`src/rtl/uart_tx_arbiter.sv`:
```
// rtl/uart_tx_arbiter.sv - round-robin arbiter sharing the UART TX FIFO write port
// Optional per-grant header byte state is enabled by defining UART_ARB_TAG_EN.
module uart_tx_arbiter #(
  parameter int NUM_REQ      = 4,
  parameter int MAX_BURST    = 16,
  parameter int IDLE_TIMEOUT = 255
) (
  input  logic                 clk,
  input  logic                 reset_n,
  input  logic [NUM_REQ-1:0]   req_valid,
  input  logic [8*NUM_REQ-1:0] req_data,
  input  logic [NUM_REQ-1:0]   req_last,
  output logic [NUM_REQ-1:0]   req_ready,
  input  logic                 fifo_afull,
  output logic [7:0]           fifo_data,
  output logic                 fifo_wr,
  output logic [2:0]           grant_id,
  output logic                 busy
);

`ifdef UART_ARB_TAG_EN
  typedef enum logic [1:0] {S_IDLE, S_TAG, S_XFER} state_t;
`else
  typedef enum logic [1:0] {S_IDLE, S_XFER} state_t;
`endif

  state_t     state_q, state_d;
  logic [2:0] grant_q, grant_d;
  logic [2:0] rr_q, rr_d;
  logic [7:0] burst_q, burst_d;
  logic [7:0] idle_q, idle_d;
  logic [7:0] data_q, data_d;
  logic       wr_q, wr_d;
  logic       release_c;

  // Requester vectors widened to the 3-bit grant index space.
  logic [7:0]  valid_pad;
  logic [7:0]  last_pad;
  logic [63:0] data_pad;
  assign valid_pad = 8'(req_valid);
  assign last_pad  = 8'(req_last);
  assign data_pad  = 64'(req_data);

  logic [3:0] cand;
  logic [2:0] pick;

  // Descending scan so the lowest offset from rr_q is the last to win.
  always_comb begin
    pick = rr_q;
    cand = '0;
    for (int i = NUM_REQ - 1; i >= 0; i--) begin
      cand = {1'b0, rr_q} + 4'(i);
      if (cand >= 4'(NUM_REQ)) cand = cand - 4'(NUM_REQ);
      if (valid_pad[cand[2:0]]) pick = cand[2:0];
    end
  end

  always_comb begin
    state_d   = state_q;
    grant_d   = grant_q;
    rr_d      = rr_q;
    burst_d   = burst_q;
    idle_d    = idle_q;
    data_d    = data_q;
    wr_d      = 1'b0;
    release_c = 1'b0;
    case (state_q)
      S_IDLE: begin
        if (|req_valid) begin
          grant_d = pick;
          burst_d = '0;
          idle_d  = '0;
`ifdef UART_ARB_TAG_EN
          state_d = S_TAG;
`else
          state_d = S_XFER;
`endif
        end
      end
`ifdef UART_ARB_TAG_EN
      S_TAG: begin
        if (!fifo_afull) begin
          data_d  = 8'hF0 | {5'd0, grant_q};
          wr_d    = 1'b1;
          state_d = S_XFER;
        end
      end
`endif
      S_XFER: begin
        if (valid_pad[grant_q]) begin
          idle_d = '0;
        end else begin
          idle_d = idle_q + 8'd1;
          if (idle_d == 8'(IDLE_TIMEOUT)) release_c = 1'b1;
        end
        if (valid_pad[grant_q] && !fifo_afull) begin
          data_d  = data_pad[{grant_q, 3'b000} +: 8];
          wr_d    = 1'b1;
          burst_d = burst_q + 8'd1;
          if (last_pad[grant_q] || burst_d == 8'(MAX_BURST)) release_c = 1'b1;
        end
        if (release_c) begin
          state_d = S_IDLE;
          rr_d    = (grant_q == 3'(NUM_REQ - 1)) ? 3'd0 : grant_q + 3'd1;
        end
      end
      default: state_d = S_IDLE;
    endcase
  end

  always_comb begin
    req_ready = '0;
    for (int i = 0; i < NUM_REQ; i++) begin
      req_ready[i] = (state_q == S_XFER) && (grant_q == 3'(i)) && !fifo_afull;
    end
  end

  always_ff @(posedge clk) begin
    if (!reset_n) begin
      state_q <= S_IDLE;
      grant_q <= '0;
      rr_q    <= '0;
      burst_q <= '0;
      idle_q  <= '0;
      data_q  <= '0;
      wr_q    <= 1'b0;
    end else begin
      state_q <= state_d;
      grant_q <= grant_d;
      rr_q    <= rr_d;
      burst_q <= burst_d;
      idle_q  <= idle_d;
      data_q  <= data_d;
      wr_q    <= wr_d;
    end
  end

  assign busy      = (state_q != S_IDLE);
  assign grant_id  = busy ? grant_q : 3'd0;
  assign fifo_data = data_q;
  assign fifo_wr   = wr_q;

endmodule

```
`config.mk`:
```
export PLATFORM = sky130hd
export DESIGN_NAME = uart_tx_arbiter
export DESIGN_NICKNAME = d
export VERILOG_FILES = /design/src/rtl/uart_tx_arbiter.sv
export SDC_FILE = /design/constraint.sdc
export NUM_CORES = 1
export LEC_CHECK = 0
export ABC_AREA = 1
export CAP_MARGIN = 20
export CELL_PAD_IN_SITES_DETAIL_PLACEMENT = 0
export CELL_PAD_IN_SITES_GLOBAL_PLACEMENT = 1
export CORE_ASPECT_RATIO = 0.7
export CORE_MARGIN = 4
export CORE_UTILIZATION = 30
export DETAILED_ROUTE_END_ITERATION = 8
export PLACE_DENSITY_LB_ADDON = 0.1
export SETUP_SLACK_MARGIN = 0.3
export SLEW_MARGIN = 30
export SYNTH_ARGS = -nofsm -noshare
export SYNTH_HDL_FRONTEND = slang
export SYNTH_SLANG_ARGS = --single-unit
```
`constraint.sdc`:
```
create_clock -name clk -period 1.6 [get_ports clk]
set_input_delay 0.32 -clock clk [delete_from_list [all_inputs] [get_ports clk]]
set_output_delay 0.32 -clock clk [all_outputs]
set_load 0.03 [all_outputs]
```
==> results of run 1 <==
[synthesized netlist by cell type, types with 2 or more instances]
| master | n |
|---|---|
| a21oi_1 | 21 |
| xnor2_1 | 2 |
| buf_4 | 3 |
| or2_2 | 3 |
| ha_1 | 9 |
| xor2_1 | 4 |
| inv_2 | 2 |
| inv_1 | 33 |
| clkbuf_1 | 4 |
| o21ai_0 | 26 |
| o211ai_1 | 3 |
| a31oi_1 | 8 |
| dfxtp_1 | 32 |
| nand3b_1 | 3 |
| or2_1 | 2 |
| nor2_1 | 54 |
| nand3_1 | 20 |
| o21ai_1 | 10 |
| nand4_1 | 4 |
| nand2_1 | 83 |
| nand2_2 | 3 |
| buf_2 | 5 |
[routing by layer]
layer | vias up | part of all wire, % | track usage [%]
met4 | 0 | 0.63 | 3.74
met3 | 5 | 5.1 | 5.20
met2 | 43 | 45 | 26.7
li1 | 1354 | - | -
met5 | - | 0 | 0
met1 | 1166 | 49 | 23.1
[cell type report]
type,instances,area share [%]
clock buffer,7,1.94
clock inverter,1,0.127
inverter,35,4.24
multi-input combinational,264,42.2
sequential,32,17.4
tap,94,2.99
timing repair buffer,125,31.1
[state kept, by name, summed over array words and instances, names as in the netlist]
signal,count
burst_q,8
rr_q,3
fifo_data,8
fifo_wr,1
idle_q,8
grant_q,3
state_q,1
[final timing paths]
kind | slack, ps | from | cells past startpoint | end
setup / recovery | 40 | idle_q[1] | 11 | rr_q[2]
hold / removal | 490 | burst_q[0] | 1 | burst_q[0]
setup reg to reg | 40 | idle_q[1] | 11 | rr_q[2]
hold reg to reg | 490 | burst_q[0] | 1 | burst_q[0]
[power groups by stage]
stage,clock (mW),combinational [mW],sequential [mW]
2_1_floorplan,0,0.373,0.926
3_3_place_gp,0,0.729,0.895
3_5_place_dp,0,0.728,0.896
4_1_cts,0.622,0.900,0.877
5_1_grt,0.674,1.07,0.879
6_report,0.612,0.973,0.872
[stage by stage]
| stage | setup slack [ps] | area (sq um) |
|---|---|---|
| detailed placement | -337 | 3170 |
| CTS | 24.9 | 3680 |
| floorplan | 155 | 2270 |
| global placement | -308 | 3170 |
| finish | 40.6 | 3930 |
| global route | -103 | 3930 |
[repair_timing]
item                       in CTS  in global routing
gates resized for setup       115                 56
pin swaps                      17                 22
gates cloned                    1                  1
setup buffers                  24                  7
setup endpoints to repair      49                 42
[logic make-up (layout without fill, tap and decap cells)]
logic type | count (synthesis) | count (layout)
buf+inv | 48 | 168
flops | 32 | 32
xor+xnor | 6 | 6
fa+ha+maj | 9 | 9
simple gates | 177 | 177
compound gates | 72 | 72
==> impl_metrics.ini, run 1 <==
[yosys]
ys_seq_elements = 32
ys_async_sr_fraction_pct = 0
synth_top_area_share_pct = 29.7
synthMuxAreaShare_pct = 0
avgSynthCellArea_sq_um = 6.28
yosys-top-cells-area = dfxtp_1, nand2_1, nor2_1
synth_edf_count = 0
yosysSeqAreaShare_pct = 29.7
ys_warn_count = 0
synth_fa_ha_area_share_pct = 5.21
ys.flop_type = dfxtp_1
synth_compound_area_share_pct = 18.1
netlist_instances = 344
yosys.area.top_type = dfxtp_1
syn-num-nets = 396
netlist_area_sq_um = 2160
synth_top_family_by_area = simple AND/OR/NAND/NOR gates
synth-simple-area-share_pct = 35.5
synth_xor_area_share_pct = 2.43
synth_cell_types = 32

[grt]
grt_pass1_wl_mm = 11.7
grt_pass1_vias = 2499
grt_max_degree = 19
grt_use_total_pct = 17.1
grt-ovfl-total = 0
antenna_found_initial = 0

[timing]
skew_ps = 6.85
holdWs_ps = 486
fin_crit_sh_pct = 97.5
fmax_mhz = 641
slew_violations = 0
grt_setup_unrepaired = yes
min_period_ps = 1560
setup_viol = 0
hold_violations = 0
finalSetupTns_ps = 0
worstMarginPinSlew_ps = 278
maxSlewHeadroom_pct = 81.3

[routing]
dr.first_iter.drc_count = 120
drt_first_pass_iters = 4
drt_wl_total_mm = 7.19
wl_per_cell_microns = 12.9
ant_nets = 0
vias_per_cell = 4.60
drc = 0
dr_total_vias = 2568

[final_layout]
multiInputGateArea_sq_um = 1660
diodes = 0
most-common-layout-cells = nand2_1, buf_4, nor2_1
regArea_sq_um = 684
n_fill_cell = 667
nets = 515
finalNonFillerCells = 558
layout-drive-gt1-share_pct = 40.1
layout_commonest_cell = nand2_1
post-route-util_pct = 57.1
area_growth_pct = 81.9

[placed_design]
dp.cells = 517
gp_congestion = 0.759
dp_hpwl_mm = 5.03
portBuffers = 59

[die]
ios = 60
die_h_microns = 79.0
fp.coreArea_sq_um = 6880
die_w_microns = 109
start_util_pct = 31.4
std_cell_rows = 25
die-area_sq_um = 8640

[setup_path]
end_kind = flop
arrival_ps = 1740
crit_path_cell_trace = ha_4, xor2_2, nand3_1, nor2_2, nand2_1, nor2_2, nand3_2, nand2_4, nand2_2, nand3_2, nand2_1
path_class = reg -> reg
slowest_delay_ps = 370
critical_path.max_fanout = 6
crit_family = simple AND/OR/NAND/NOR gates
slowest_stage = dfxtp_4
crit_buf_inv = 0
cp_data_required_time_ps = 1780
cp-start-kind = flop

[clocking]
cts_tree = done
clock-sinks = 32
cts_made_buffers = 5
htreeDepth = 2
cts.clk_slew.worst_paths_ps = 70
clockBufferDepth = 2
hold_buffers = 0
clk-insertion-delay-late_ps = 290
cts_root_buf = clkbuf_8

[power_and_ir_drop]
irDropWorstVdd_mv = 0.282
p_sw_share_pct = 34.0
p_int_mw = 1.62
switching_power_mw = 0.836
p_per_area_nw_per_um2 = 626
cellLeakagePower_nw = 1.66
combinationalPowerShare_pct = 39.6
clkPwrFrac_pct = 24.9
sequentialPowerShare_pct = 35.5
power_mw = 2.46

[min_path]
holdCritPathClass = reg -> reg

[run_status]
status = complete, no violations

[run]
cap_violations = 0
Note: power is estimated with default switching activity, not from simulation.
==> inputs of run 2 (changes only) <==
ABC_AREA = unset   (was 1)
CORE_UTILIZATION = 33   (was 30)
==> run 2 against run 1 <==
Net effect:
- the flow now finishes with violations (setup timing)
- via count down 3.1%
- area after synthesis up 6.1%
- core utilization rose by 0.95 points
- critical path type unchanged
- largest cell class unchanged
- largest power group is now sequential cells
==> impl_metrics.ini, run 2 <==
[routing]
drt_wl_total_mm = 7.35
ant_nets = 0
dr.first_iter.drc_count = 77
dr_total_vias = 2489
wl_per_cell_microns = 15.4
drt_first_pass_iters = 5
vias_per_cell = 5.21
drc = 0

[clocking]
clock-sinks = 32
cts_root_buf = clkbuf_8
cts_made_buffers = 5
htreeDepth = 2
cts.clk_slew.worst_paths_ps = 80
clk-insertion-delay-late_ps = 290
cts_tree = done
hold_buffers = 0
clockBufferDepth = 2

[final_layout]
nets = 435
layout_commonest_cell = buf_4
n_fill_cell = 630
multiInputGateArea_sq_um = 1790
diodes = 0
layout-drive-gt1-share_pct = 43.5
most-common-layout-cells = buf_4, clkdlybuf4s50_1, nor2_1
regArea_sq_um = 666
area_growth_pct = 71.1
finalNonFillerCells = 478
post-route-util_pct = 58.0

[min_path]
holdCritPathClass = reg -> reg

[setup_path]
cp-start-kind = flop
critical_path.max_fanout = 5
path_class = reg -> reg
crit_family = multiplexers
crit_path_cell_trace = mux4_2, and2_4, a32oi_4, mux2i_1
cp_data_required_time_ps = 1810
crit_buf_inv = 0
slowest_delay_ps = 560
slowest_stage = mux4_2
end_kind = flop
arrival_ps = 1910

[run_status]
status = complete, but fails checks
violations = setup timing

[power_and_ir_drop]
power_mw = 2.37
p_per_area_nw_per_um2 = 604
irDropWorstVdd_mv = 0.292
cellLeakagePower_nw = 1.48

[timing]
hold_violations = 0
fmax_mhz = 589
skew_ps = 12.1
finalSetupTns_ps = -914
setup_viol = 23
worstMarginPinSlew_ps = 359
min_period_ps = 1700
setup_slack_ps = -98.4
fin_crit_sh_pct = 106
grt_setup_unrepaired = yes
maxSlewHeadroom_pct = 75.8
slew_violations = 0

[grt]
antenna_found_initial = 0
grt_pass1_wl_mm = 11.7
grt-ovfl-total = 0
grt_use_total_pct = 17.5
grt_pass1_vias = 2396
grt_max_degree = 18

[die]
fp.coreArea_sq_um = 6760
start_util_pct = 33.9
ios = 60
std_cell_rows = 25
die-area_sq_um = 8360
die_h_microns = 77.7
die_w_microns = 108

[yosys]
netlist_instances = 266
synthTopCellsByCount = dfxtp_1, nor2_1, a21oi_1, nand2_1, o21ai_0
ys_seq_elements = 32
netlist_area_sq_um = 2290
yosys-top-cells-area = dfxtp_1, mux4_2, mux2i_1
yosys.area.top_type = dfxtp_1
syn-num-nets = 318
ys_async_sr_fraction_pct = 0
ys_warn_count = 0
ys.flop_type = dfxtp_1
avgSynthCellArea_sq_um = 8.61
synth_cell_types = 51
synth_edf_count = 0
synth_most_common_cell = dfxtp_1
synth_top_area_share_pct = 28.0
yosysSeqAreaShare_pct = 28.0

[placed_design]
dp_hpwl_mm = 5.41
gp_congestion = 0.815
portBuffers = 59
dp.cells = 454
pre_cts_ws_ps = -502

[run]
cap_violations = 0
## run 2: changes by cell type after synthesis, moves of 9 or more
cell / delta
mux4_2: +12
nand2_1: -66
inv_1: -26
nor2_1: -25
o21ai_1: -10
mux2i_1: +14
o21ai_0: -9
## run 2: final timing paths
check,from,endpoint,slack [ps],depth (start not counted)
worst max register to register,grant_q[1],rr_q[1],-100,4
worst min register to register,fifo_data[4],fifo_data[4],450,2
worst max-delay path,grant_q[1],rr_q[1],-100,4
worst min-delay path,fifo_data[4],fifo_data[4],450,2
## run 2: final cells by class
type                            instances  share of cell area, %
Clock inverter                          1                  0.160
Clock buffer                            7                   2.20
Tap cell                               94                   3.00
Timing Repair Buffer                  127                   31.2
Sequential cell                        32                   17.0
Inverter                                8                  0.830
Multi-Input combinational cell        209                   45.6
## run 2: metal layers
metal / wire length [microns] / global-route usage, % / vias up
met5: 0 / 0 / -
met4: 49 / 3.53 / 0
met3: 424 / 4.07 / 8
met2: 3320 / 27.9 / 64
met1: 3550 / 24.2 / 1198
li1: - / - / 1219
## run 2: metrics by stage
step	hold WS [ps]	area [sq um]
2_1_floorplan	446	2470
3_3_place_gp	443	3450
3_5_place_dp	449	3450
4_1_cts	461	3720
5_1_grt	486	3920
6_report	453	3920
## run 2: cells by family after synthesis
group,Yosys count,share of synthesized area (%)
AND/OR/NAND/NOR,109,25.5
multiplexers,26,17.9
flip-flops,32,28.0
buffers and inverters,25,5.19
AO/OA/AOI/OAI,64,18.1
adder cells (fa/ha/maj),9,4.92
XOR/XNOR,1,0.382
## run 2: timing repair
action | CTS | global route
pin swaps | 10 | 28
endpoints found under the setup margin | 49 | 40
buffers inserted | 10 | 6
gates cloned | 0 | 0
gates resized for setup | 72 | 40
## run 2: power breakdown
group	internal (mW)	total [mW]	switching, mW
logic	0.477	0.839	0.363
registers	0.820	0.851	0.0308
clock network	0.351	0.678	0.327
## run 2: worst register-to-register path, stage by stage (launching register included)
cell and delay, ps:
dfxtp_4 400, mux4_2 560, and2_4 210, a32oi_4 250, mux2i_1 220
